`src/rtl/sap_clk_ctrl_pkg.sv`:
```
// Shared definitions for the SAP clock sequencer: FSM state encoding,
// default parameter values and a small parameter-clamping helper.
package sap_clk_pkg;

  typedef enum logic [2:0] {
    ST_DIVRST = 3'd0,
    ST_SETTLE = 3'd1,
    ST_IDLE   = 3'd2,
    ST_RUN    = 3'd3,
    ST_HALT   = 3'd4
  } state_e;

  localparam int DEF_DIV_HOLD   = 8;
  localparam int DEF_SETTLE     = 16;
  localparam int DEF_RATE_W     = 24;
  localparam int DEF_DEB_CYCLES = 65535;

  // Counts configured as 0 still last one cycle.
  function automatic int min1(input int v);
    return (v < 1) ? 1 : v;
  endfunction

endpackage

```
`src/rtl/sap_clk_ctrl_if.sv`:
```
// Board/CPU-facing signal bundle of the clock sequencer.
// master = board/CPU side driving the controls, slave = the sequencer.
interface sap_clk_ctrl_if #(
  parameter int RATE_W = sap_clk_pkg::DEF_RATE_W
);
  logic              mode_run;
  logic              step_btn;
  logic              halt;
  logic [RATE_W-1:0] rate;
  logic              clkdiv_resetn;
  logic              cpu_ce;
  logic              cpu_clr;
  logic              ready;
  logic [2:0]        state;

  modport master (
    output mode_run, step_btn, halt, rate,
    input  clkdiv_resetn, cpu_ce, cpu_clr, ready, state
  );

  modport slave (
    input  mode_run, step_btn, halt, rate,
    output clkdiv_resetn, cpu_ce, cpu_clr, ready, state
  );
endinterface

```
`src/rtl/sap_clk_ctrl_debounce.sv`:
```
// Step-button conditioner: 2-flop synchronizer, stability counter and a
// registered one-cycle pulse on each 0->1 change of the debounced level.
module sap_debounce
  import sap_clk_pkg::*;
#(
  parameter int DEB_CYCLES = DEF_DEB_CYCLES
) (
  input  logic clk_i,
  input  logic rst_i,
  input  logic din_i,
  output logic level_o,
  output logic rise_o
);

  localparam int DEB_EFF = min1(DEB_CYCLES);
  localparam int CW      = (DEB_EFF > 1) ? $clog2(DEB_EFF) : 1;
  localparam logic [CW-1:0] CNT_TOP = CW'(DEB_EFF - 1);

  logic          sync1_q, sync2_q;
  logic          level_q, level_d;
  logic          rise_q, rise_d;
  logic [CW-1:0] cnt_q, cnt_d;

  // Bring the asynchronous button into the clock domain.
  always_ff @(posedge clk_i or posedge rst_i) begin
    if (rst_i) begin
      sync1_q <= 1'b0;
      sync2_q <= 1'b0;
    end else begin
      sync1_q <= din_i;
      sync2_q <= sync1_q;
    end
  end

  // Count consecutive samples that disagree with the accepted level; any
  // agreeing sample restarts the count, the terminal count flips the level.
  always_comb begin
    level_d = level_q;
    rise_d  = 1'b0;
    cnt_d   = '0;
    if (sync2_q != level_q) begin
      if (cnt_q == CNT_TOP) begin
        level_d = sync2_q;
        rise_d  = sync2_q;
      end else begin
        cnt_d = cnt_q + CW'(1);
      end
    end
  end

  // Debounce state registers.
  always_ff @(posedge clk_i or posedge rst_i) begin
    if (rst_i) begin
      level_q <= 1'b0;
      rise_q  <= 1'b0;
      cnt_q   <= '0;
    end else begin
      level_q <= level_d;
      rise_q  <= rise_d;
      cnt_q   <= cnt_d;
    end
  end

  assign level_o = level_q;
  assign rise_o  = rise_q;

endmodule

```
`src/rtl/sap_clk_ctrl.sv`:
```
// SAP CPU clock sequencer: releases CLKDIV from reset, waits for it to
// settle, then issues one-cycle CPU clock enables in run or step mode.
module sap_clk_ctrl
  import sap_clk_pkg::*;
#(
  parameter int DIV_HOLD   = DEF_DIV_HOLD,
  parameter int SETTLE     = DEF_SETTLE,
  parameter int RATE_W     = DEF_RATE_W,
  parameter int DEB_CYCLES = DEF_DEB_CYCLES
) (
  input  logic          hclkin,
  input  logic          reset,
  sap_clk_ctrl_if.slave bus
);

  localparam int DH_EFF  = min1(DIV_HOLD);
  localparam int ST_EFF  = min1(SETTLE);
  localparam int CNT_MAX = (DH_EFF > ST_EFF) ? DH_EFF : ST_EFF;
  localparam int CNT_W   = (CNT_MAX > 1) ? $clog2(CNT_MAX) : 1;
  localparam logic [CNT_W-1:0] DH_TOP = CNT_W'(DH_EFF - 1);
  localparam logic [CNT_W-1:0] ST_TOP = CNT_W'(ST_EFF - 1);

  logic              run_s1_q, run_s2_q;
  logic              step_lvl, step_rise, step_req;
  state_e            state_q, state_d;
  logic [CNT_W-1:0]  cnt_q, cnt_d;
  logic [RATE_W-1:0] pre_q, pre_d;
  logic              ce_q, ce_d;
  logic              resetn_q, resetn_d;
  logic              clr_q, clr_d;
  logic              ready_q, ready_d;

  // Synchronize the run/step mode switch.
  always_ff @(posedge hclkin or posedge reset) begin
    if (reset) begin
      run_s1_q <= 1'b0;
      run_s2_q <= 1'b0;
    end else begin
      run_s1_q <= bus.mode_run;
      run_s2_q <= run_s1_q;
    end
  end

  sap_debounce #(
    .DEB_CYCLES(DEB_CYCLES)
  ) u_deb (
    .clk_i  (hclkin),
    .rst_i  (reset),
    .din_i  (bus.step_btn),
    .level_o(step_lvl),
    .rise_o (step_rise)
  );

  assign step_req = step_rise & step_lvl;

  // Next state, sequencing counter, prescaler and registered-output values.
  always_comb begin
    state_d = state_q;
    cnt_d   = cnt_q;
    pre_d   = pre_q;
    ce_d    = 1'b0;
    case (state_q)
      ST_DIVRST: begin
        if (cnt_q == DH_TOP) begin
          state_d = ST_SETTLE;
          cnt_d   = '0;
        end else begin
          cnt_d = cnt_q + CNT_W'(1);
        end
      end
      ST_SETTLE: begin
        if (cnt_q == ST_TOP) begin
          state_d = ST_IDLE;
          cnt_d   = '0;
        end else begin
          cnt_d = cnt_q + CNT_W'(1);
        end
      end
      ST_IDLE: begin
        if (bus.halt) begin
          state_d = ST_HALT;
        end else if (run_s2_q) begin
          state_d = ST_RUN;
          pre_d   = bus.rate;
        end else if (step_req) begin
          ce_d = 1'b1;
        end
      end
      ST_RUN: begin
        // Halt and leaving run mode both take priority over a due pulse.
        if (bus.halt) begin
          state_d = ST_HALT;
        end else if (!run_s2_q) begin
          state_d = ST_IDLE;
        end else if (pre_q == '0) begin
          ce_d  = 1'b1;
          pre_d = bus.rate;
        end else begin
          pre_d = pre_q - RATE_W'(1);
        end
      end
      ST_HALT: state_d = ST_HALT;
      default: state_d = ST_DIVRST;
    endcase
    resetn_d = (state_d != ST_DIVRST);
    ready_d  = (state_d == ST_IDLE) || (state_d == ST_RUN) || (state_d == ST_HALT);
    clr_d    = !ready_d;
  end

  // State and output registers; reset drops any pulse in flight.
  always_ff @(posedge hclkin or posedge reset) begin
    if (reset) begin
      state_q  <= ST_DIVRST;
      cnt_q    <= '0;
      pre_q    <= '0;
      ce_q     <= 1'b0;
      resetn_q <= 1'b0;
      clr_q    <= 1'b1;
      ready_q  <= 1'b0;
    end else begin
      state_q  <= state_d;
      cnt_q    <= cnt_d;
      pre_q    <= pre_d;
      ce_q     <= ce_d;
      resetn_q <= resetn_d;
      clr_q    <= clr_d;
      ready_q  <= ready_d;
    end
  end

  assign bus.clkdiv_resetn = resetn_q;
  assign bus.cpu_ce        = ce_q;
  assign bus.cpu_clr       = clr_q;
  assign bus.ready         = ready_q;
  assign bus.state         = state_q;

endmodule

```
`src/flat_wrapper.sv`:
```
// flat-port wrapper written by rule: the top's interface ports become plain ports
module sap_clk_ctrl_flat import sap_clk_pkg::*;
#(
  parameter int DIV_HOLD   = DEF_DIV_HOLD,
  parameter int SETTLE     = DEF_SETTLE,
  parameter int RATE_W     = DEF_RATE_W,
  parameter int DEB_CYCLES = DEF_DEB_CYCLES
)
  (hclkin, reset, bus_mode_run, bus_step_btn, bus_halt, bus_rate, bus_clkdiv_resetn, bus_cpu_ce, bus_cpu_clr, bus_ready, bus_state);
  sap_clk_ctrl_if #(.RATE_W(RATE_W)) bus_i ();
  input  logic hclkin;
  input  logic reset;
  input wire logic [$bits(bus_i.mode_run)-1:0] bus_mode_run;
  input wire logic [$bits(bus_i.step_btn)-1:0] bus_step_btn;
  input wire logic [$bits(bus_i.halt)-1:0] bus_halt;
  input wire logic [$bits(bus_i.rate)-1:0] bus_rate;
  output wire logic [$bits(bus_i.clkdiv_resetn)-1:0] bus_clkdiv_resetn;
  output wire logic [$bits(bus_i.cpu_ce)-1:0] bus_cpu_ce;
  output wire logic [$bits(bus_i.cpu_clr)-1:0] bus_cpu_clr;
  output wire logic [$bits(bus_i.ready)-1:0] bus_ready;
  output wire logic [$bits(bus_i.state)-1:0] bus_state;
  assign bus_i.mode_run = bus_mode_run;
  assign bus_i.step_btn = bus_step_btn;
  assign bus_i.halt = bus_halt;
  assign bus_i.rate = bus_rate;
  assign bus_clkdiv_resetn = bus_i.clkdiv_resetn;
  assign bus_cpu_ce = bus_i.cpu_ce;
  assign bus_cpu_clr = bus_i.cpu_clr;
  assign bus_ready = bus_i.ready;
  assign bus_state = bus_i.state;
  sap_clk_ctrl #(.DIV_HOLD(DIV_HOLD), .SETTLE(SETTLE), .RATE_W(RATE_W), .DEB_CYCLES(DEB_CYCLES)) u_core (.hclkin(hclkin), .reset(reset), .bus(bus_i));
endmodule
```
`config.mk`:
```
export PLATFORM = sky130hd
export DESIGN_NAME = sap_clk_ctrl_flat
export DESIGN_NICKNAME = d
export VERILOG_FILES = /design/src/rtl/sap_clk_ctrl_pkg.sv /design/src/rtl/sap_clk_ctrl_if.sv /design/src/rtl/sap_clk_ctrl_debounce.sv /design/src/rtl/sap_clk_ctrl.sv /design/src/flat_wrapper.sv
export SDC_FILE = /design/constraint.sdc
export NUM_CORES = 1
export LEC_CHECK = 0
export CORE_MARGIN = 4
export CORE_UTILIZATION = 40
export CTS_BUF_LIST = sky130_fd_sc_hd__clkbuf_8
export DETAILED_ROUTE_END_ITERATION = 12
export PLACE_DENSITY = 0.67
export SYNTH_ARGS = -nofsm -noshare
export SYNTH_HDL_FRONTEND = slang
export SYNTH_HIERARCHICAL = 1
export SYNTH_SLANG_ARGS = --single-unit
```
`constraint.sdc`:
```
create_clock -name hclkin -period 1.7 [get_ports hclkin]
set_input_delay 0.34 -clock hclkin [delete_from_list [all_inputs] [get_ports hclkin]]
set_output_delay 0.34 -clock hclkin [all_outputs]
set_load 0.02 [all_outputs]
```
# Word-level counts from Yosys, hierarchy flattened
# Cells that the tools add are included.
[totals] out_inout_bits=7 elab_cells=70 regBits=57
[op_classes] reduce_logical=10 n_mux=27 n_bitwise=1 n_eq_ne=15 add_sub_neg=3
[op_table] cell="two-way mux 24 bit" n=5
[op_table] cell="one-hot mux 24 bit (2 select lines)" n=1
[op_table] cell="two-way mux 16 bit" n=2
[op_table] cell="zero test 24 bit" n=1
[op_table] cell="subtractor 24 x 1 -> 24 bit (second input constant)" n=1
[op_table] cell="two-way mux 3 bit" n=6
[op_table] cell="adder 16 x 1 -> 16 bit (second input constant)" n=1
[op_table] cell="equality test 16 bit (second input constant)" n=1
[op_table] cell="one-hot mux 3 bit (5 select lines)" n=1
[op_table] cell="equality test 3 x 2 -> 1 bit (second input constant)" n=4
[op_table] cell="two-way mux 1 bit" n=8
[op_table] cell="two-way mux 4 bit" n=2
[op_table] cell="one-hot mux 4 bit (2 select lines)" n=1
[op_table] cell="equality test 3 bit (second input constant)" n=2
[op_table] cell="AND reduction 5 bit" n=1
[op_table] cell="adder 4 x 1 -> 4 bit (second input constant)" n=1
[op_table] cell="equality test 4 x 3 -> 1 bit (second input constant)" n=1
[op_table] cell="equality test 4 bit (second input constant)" n=1
[op_table] cell="!= test 2 x 1 -> 1 bit (second input constant)" n=2
[op_table] cell="!= test 2 bit (second input constant)" n=2
[op_table] cell="nonzero test 2 bit" n=2
[op_table] cell="equality test 3 x 1 -> 1 bit (second input constant)" n=1
[op_table] cell="zero test 3 bit" n=1
[op_table] cell="nonzero test 3 bit" n=1
[op_table] cell="6 further kinds" n=7

# Depth between registers and ports, before layout
[depth] depth_word=7 depth_mapped=8 ltp_nobuf=7

# Cells and area by module
# Netlist, hierarchy kept.
[modules_own_cells] mod="sap_clk_ctrl" cells_each=231 area_each_um2=2204.6 instances=1
[modules_own_cells] mod="sap_debounce" cells_each=88 area_each_um2=945.9 instances=1

# Worst setup path after synthesis
# No wires, ideal clock.
[synth_timing] kind="register -> register" startpoint="register u_core.pre_q[4]" endpoint="register u_core.pre_q[23]" synth_period_minus_slack_ns=1.881 setup_time_ns=0.126 path_stages_with_launch=9 path_slack_ns=-0.181 arrival_time_ns=1.755 cell_sequence="dfrtp_1 -> buf_4 -> nor4_4 -> and4_1 -> buf_4 -> a21o_4 -> buf_6 -> a22oi_1 -> a221o_1"
[synth_via] elab_chain_len=5 elab_cells_between_ends=6 classes_between="1 x add/sub; 4 x mux; 1 x reduce/logical"
[synth_lines] item="start: declaration" line="sap_clk_ctrl.sv:27" rtl="logic [RATE_W-1:0] pre_q, pre_d;"
[synth_lines] item="start signal: assignment" line="sap_clk_ctrl.sv:123" rtl="pre_q <= pre_d;"
[synth_lines] item="subtractor 24 x 1 -> 24 bit / zero test 24 bit (equally long branches)" line="sap_clk_ctrl.sv:99, sap_clk_ctrl.sv:95"
[synth_lines] item="two-way mux 24 bit *" line="sap_clk_ctrl.sv:95" rtl="end else if (pre_q == '0) begin"
[synth_lines] item="two-way mux 24 bit *" line="sap_clk_ctrl.sv:93" rtl="end else if (!run_s2_q) begin"
[synth_lines] item="two-way mux 24 bit *" line="sap_clk_ctrl.sv:91" rtl="if (bus.halt) begin"
[synth_lines] item="one-hot mux 24 bit (2 select lines) *" line="sap_clk_ctrl.sv:62" rtl="case (state_q)"
# Mark *: on every way between the ends. The rest lies on a longest branch, timed or not. The select of a mux whose other input is x is not followed.
# A chain may end at the register's enable or synchronous reset.

# Worst setup path in the final report
[layout_timing] startpoint="register u_core.pre_q[1]" endpoint="register u_core.pre_q[23]"
# Same word-level chain as after synthesis.

==> impl_metrics.json <==
{
  "placed_cells": 511,
  "dp_hpwl_mm": 5.86,
  "tritoncts": "done",
  "drive_above_1_share_pct": 36.0,
  "drv_cap": 0,
  "synth.avg_cell_area_sq_um": 9.88,
  "drtIter0Drc": 127,
  "hold_viol_final": 0,
  "synth-edff-count": 0,
  "num_rows": 32,
  "finalNetCount": 460,
  "tns_ns": -3.40,
  "place_ws_ns": -0.391,
  "dieArea_sq_um": 9360,
  "grt.total_usage_pct": 18.3,
  "pin_count": 36,
  "clock_path_buffers": 2,
  "syn-cell-area_sq_um": 3150,
  "rsz0062_at_grt": "yes",
  "fin_util_pct": 61.3,
  "die_w_microns": 96.8,
  "crit_buf_inv": 1,
  "clk_pin_slew_ns": 0.07,
  "p_leak_nw": 1.99,
  "wl_mm": 8.92,
  "ir_worst_vdd_v": 0.000681,
  "start_util_pct": 41.0,
  "synth_flop_cell": "dfrtp_1",
  "drtPass1Iterations": 4,
  "fin_skew_ns": 0.00733,
  "fin_cells": 533,
  "cts.sinks": 57,
  "path_cells": "buf_6, or4_4, nor4_4, a22oi_1, a221o_1",
  "cts-root-buf": "clkbuf_8",
  "async_flop_share_pct": 100,
  "die_y_microns": 96.8,
  "crit_fanout": 5,
  "path_class": "register to register",
  "setup_violations": 25,
  "clock_latency_ns": 0.35,
  "startpoint_type": "register",
  "critical-path-max-stage-delay_ns": 0.56,
  "end_kind": "register",
  "min_period_ns": 1.93,
  "max_freq_mhz": 518,
  "yosys_warnings": 6,
  "crit_slowest_cell": "or4_4",
  "ys_seq_elements": 57,
  "wl_met1_mm": 3.55,
  "ys_types": 58,
  "ys_top_cells_by_area": "dfrtp_1 44%, nor2_1 4.5%, xnor2_1 4.4%",
  "area.growth.synth_to_final_pct": 49.6,
  "cp.required_ns": 1.94,
  "drv_slew": 0,
  "syn_nets": 353,
  "period_share_pct": 114,
  "worst_slew_pin_slew_ns": 0.483,
  "diodes": 0,
  "gp_congestion": 0.881,
  "relSlewSlack_pct": 67.5,
  "grt_pass1_wl_mm": 14.1,
  "grt_pass1_vias": 2986,
  "fin_ws_ns": -0.232,
  "drc_errors": 0,
  "seq_area_frac_synth_pct": 45.3,
  "wl_per_cell_microns": 16.7,
  "synth_top_cell_area_share_pct": 44.5,
  "numCtsBuffers": 9,
  "synth_cells": 319,
  "viasPerCell": 5.66,
  "p_per_area_nw_per_um2": 1280,
  "crit_family": "simple AND/OR/NAND/NOR gates",
  "critPathArrivalTime_ns": 2.17,
  "postCtsHoldBufs": 0,
  "grt_max_degree": 25,
  "dr_wl_met2_mm": 4.59,
  "grt.overflow.total": 0,
  "cts_htree_levels": 3,
  "core_sq_um": 7690,
  "vias": 3016,
  "hp-class": "primary input to asynchronous set/reset pin",
  "routed.top_layer": "met4",
  "postRouteAntennaNets": 0,
  "status": "complete, but fails checks",
  "port_buffers": 35,
  "num-fill-cells": 642,
  "wl_met3_microns": 405,
  "synth_area_leader_cell": "dfrtp_1",
  "violations": "setup timing",
  "antenna_found_initial": 0
}
synthesized netlist by cell type (5+ instances only):
library cell	count
a21oi_1	12
a2bb2oi_1	9
and3_1	7
buf_4	5
clkbuf_1	7
dfrtp_1	56
ha_1	5
inv_1	15
mux2i_1	9
nand2_1	23
nand3_1	17
nand4_1	9
nor2_1	38
nor3_1	9
nor4_2	6
o21ai_0	5
xnor2_1	16
state kept, by name, summed over array words and instances (netlist names):
| name | cells |
|---|---|
| u_core/run_s2_q | 1 |
| u_core/bus.cpu_clr | 1 |
| u_core/u_deb/level_o | 1 |
| u_core/cnt_q | 4 |
| u_core/u_deb/sync1_q | 1 |
| u_core/bus.cpu_ce | 1 |
| u_core/u_deb/cnt_q | 16 |
| u_core/bus.clkdiv_resetn | 1 |
| u_core/pre_q | 24 |
| u_core/run_s1_q | 1 |
| u_core/u_deb/sync2_q | 1 |
| u_core/bus.ready | 1 |
| u_core/bus.state | 3 |
| u_core/u_deb/rise_o | 1 |
cell families after synthesis:
family          share of synthesized area [%]
simple gates                             24.3
compound gates                           14.9
flops                                    45.3
buf+inv                                  4.49
xor+xnor                                 4.73
mux                                      4.29
fa+ha+maj                                1.99
worst paths after layout:
check                           startpoint  slack, ns  depth (start not counted)                   to
max in group asynchronous            reset       0.95                          3      u_core/pre_q[4]
setup / recovery           u_core/pre_q[1]      -0.23                          5     u_core/pre_q[23]
min in group hclkin        u_core/run_s1_q       0.35                          0      u_core/run_s2_q
hold / removal                       reset       0.29                          2  u_core/bus.state[1]
setup reg to reg           u_core/pre_q[1]      -0.23                          5     u_core/pre_q[23]
hold reg to reg            u_core/run_s1_q       0.35                          0      u_core/run_s2_q
worst reg2reg max path, stage by stage, from the launching register on:
cell and delay [ns]:
dfrtp_1 0.40, buf_6 0.12, or4_4 0.56, nor4_4 0.31, a22oi_1 0.12, a221o_1 0.30
final cells by class:
cell class,count,area [sq um],area share [%]
clock buffers,10,138,2.92
clock inverters,6,90.1,1.91
inverters,15,56.3,1.19
multi-input cells,233,1880,39.8
flip-flops and latches,57,1430,30.3
well taps,102,128,2.71
repair buffers,110,1000,21.2
metal layers:
layer	up-vias	GRT usage, %
met4	0	8.96
li1	1394	-
met5	-	0
met1	1497	21.5
met3	35	4.69
met2	90	30.9
report_power, final:
part / total, mW / switching, mW / internal [mW]
clock network: 1.45 / 0.586 / 0.869
logic: 2.53 / 1.20 / 1.33
registers: 2.03 / 0.328 / 1.70
total: 6.01 / 2.11 / 3.90
stage by stage:
step | hold slack, ns | cell area [sq um] | power (mW)
finish | 0.292 | 4710 | 6.01
floorplan | 0.304 | 3190 | 3.10
global placement | 0.332 | 4110 | 4.13
detailed placement | 0.337 | 4110 | 4.20
CTS | 0.297 | 4530 | 5.81
global route | 0.329 | 4710 | 6.35
placed cells by master (no fill, tap or decap), types with 3 or more instances in the layout:
cell type        instances
clkbuf_8                10
a2bb2oi_1                4
mux2i_1                  6
dlygate4sd2_1            4
a211o_1                  4
nand4_1                  9
nand2_2                  3
ha_1                     3
buf_6                   13
xnor2_1                 16
nor4_2                   4
o31ai_1                  4
nor3_1                   9
o21ai_2                  4
buf_4                   59
or3_1                    4
nand3_1                 13
a21oi_1                  4
a22oi_1                  4
a21oi_2                  8
inv_1                   13
a2bb2oi_2                5
nor4_4                   7
clkdlybuf4s50_1         31
nand3_2                  4
dfrtp_1                 56
nand2_1                 20
mux2_2                   3
nor2_1                  38
and3_1                   7
o211ai_1                 3
a221o_1                  3
what timing repair did:
action                                  CTS  global route
pin swaps                                28            16
cloned                                    1             1
resized for setup                        47            31
endpoints found under the setup margin   29            25
setup buffers                             3             2
Power figures use the tool's default switching activity.
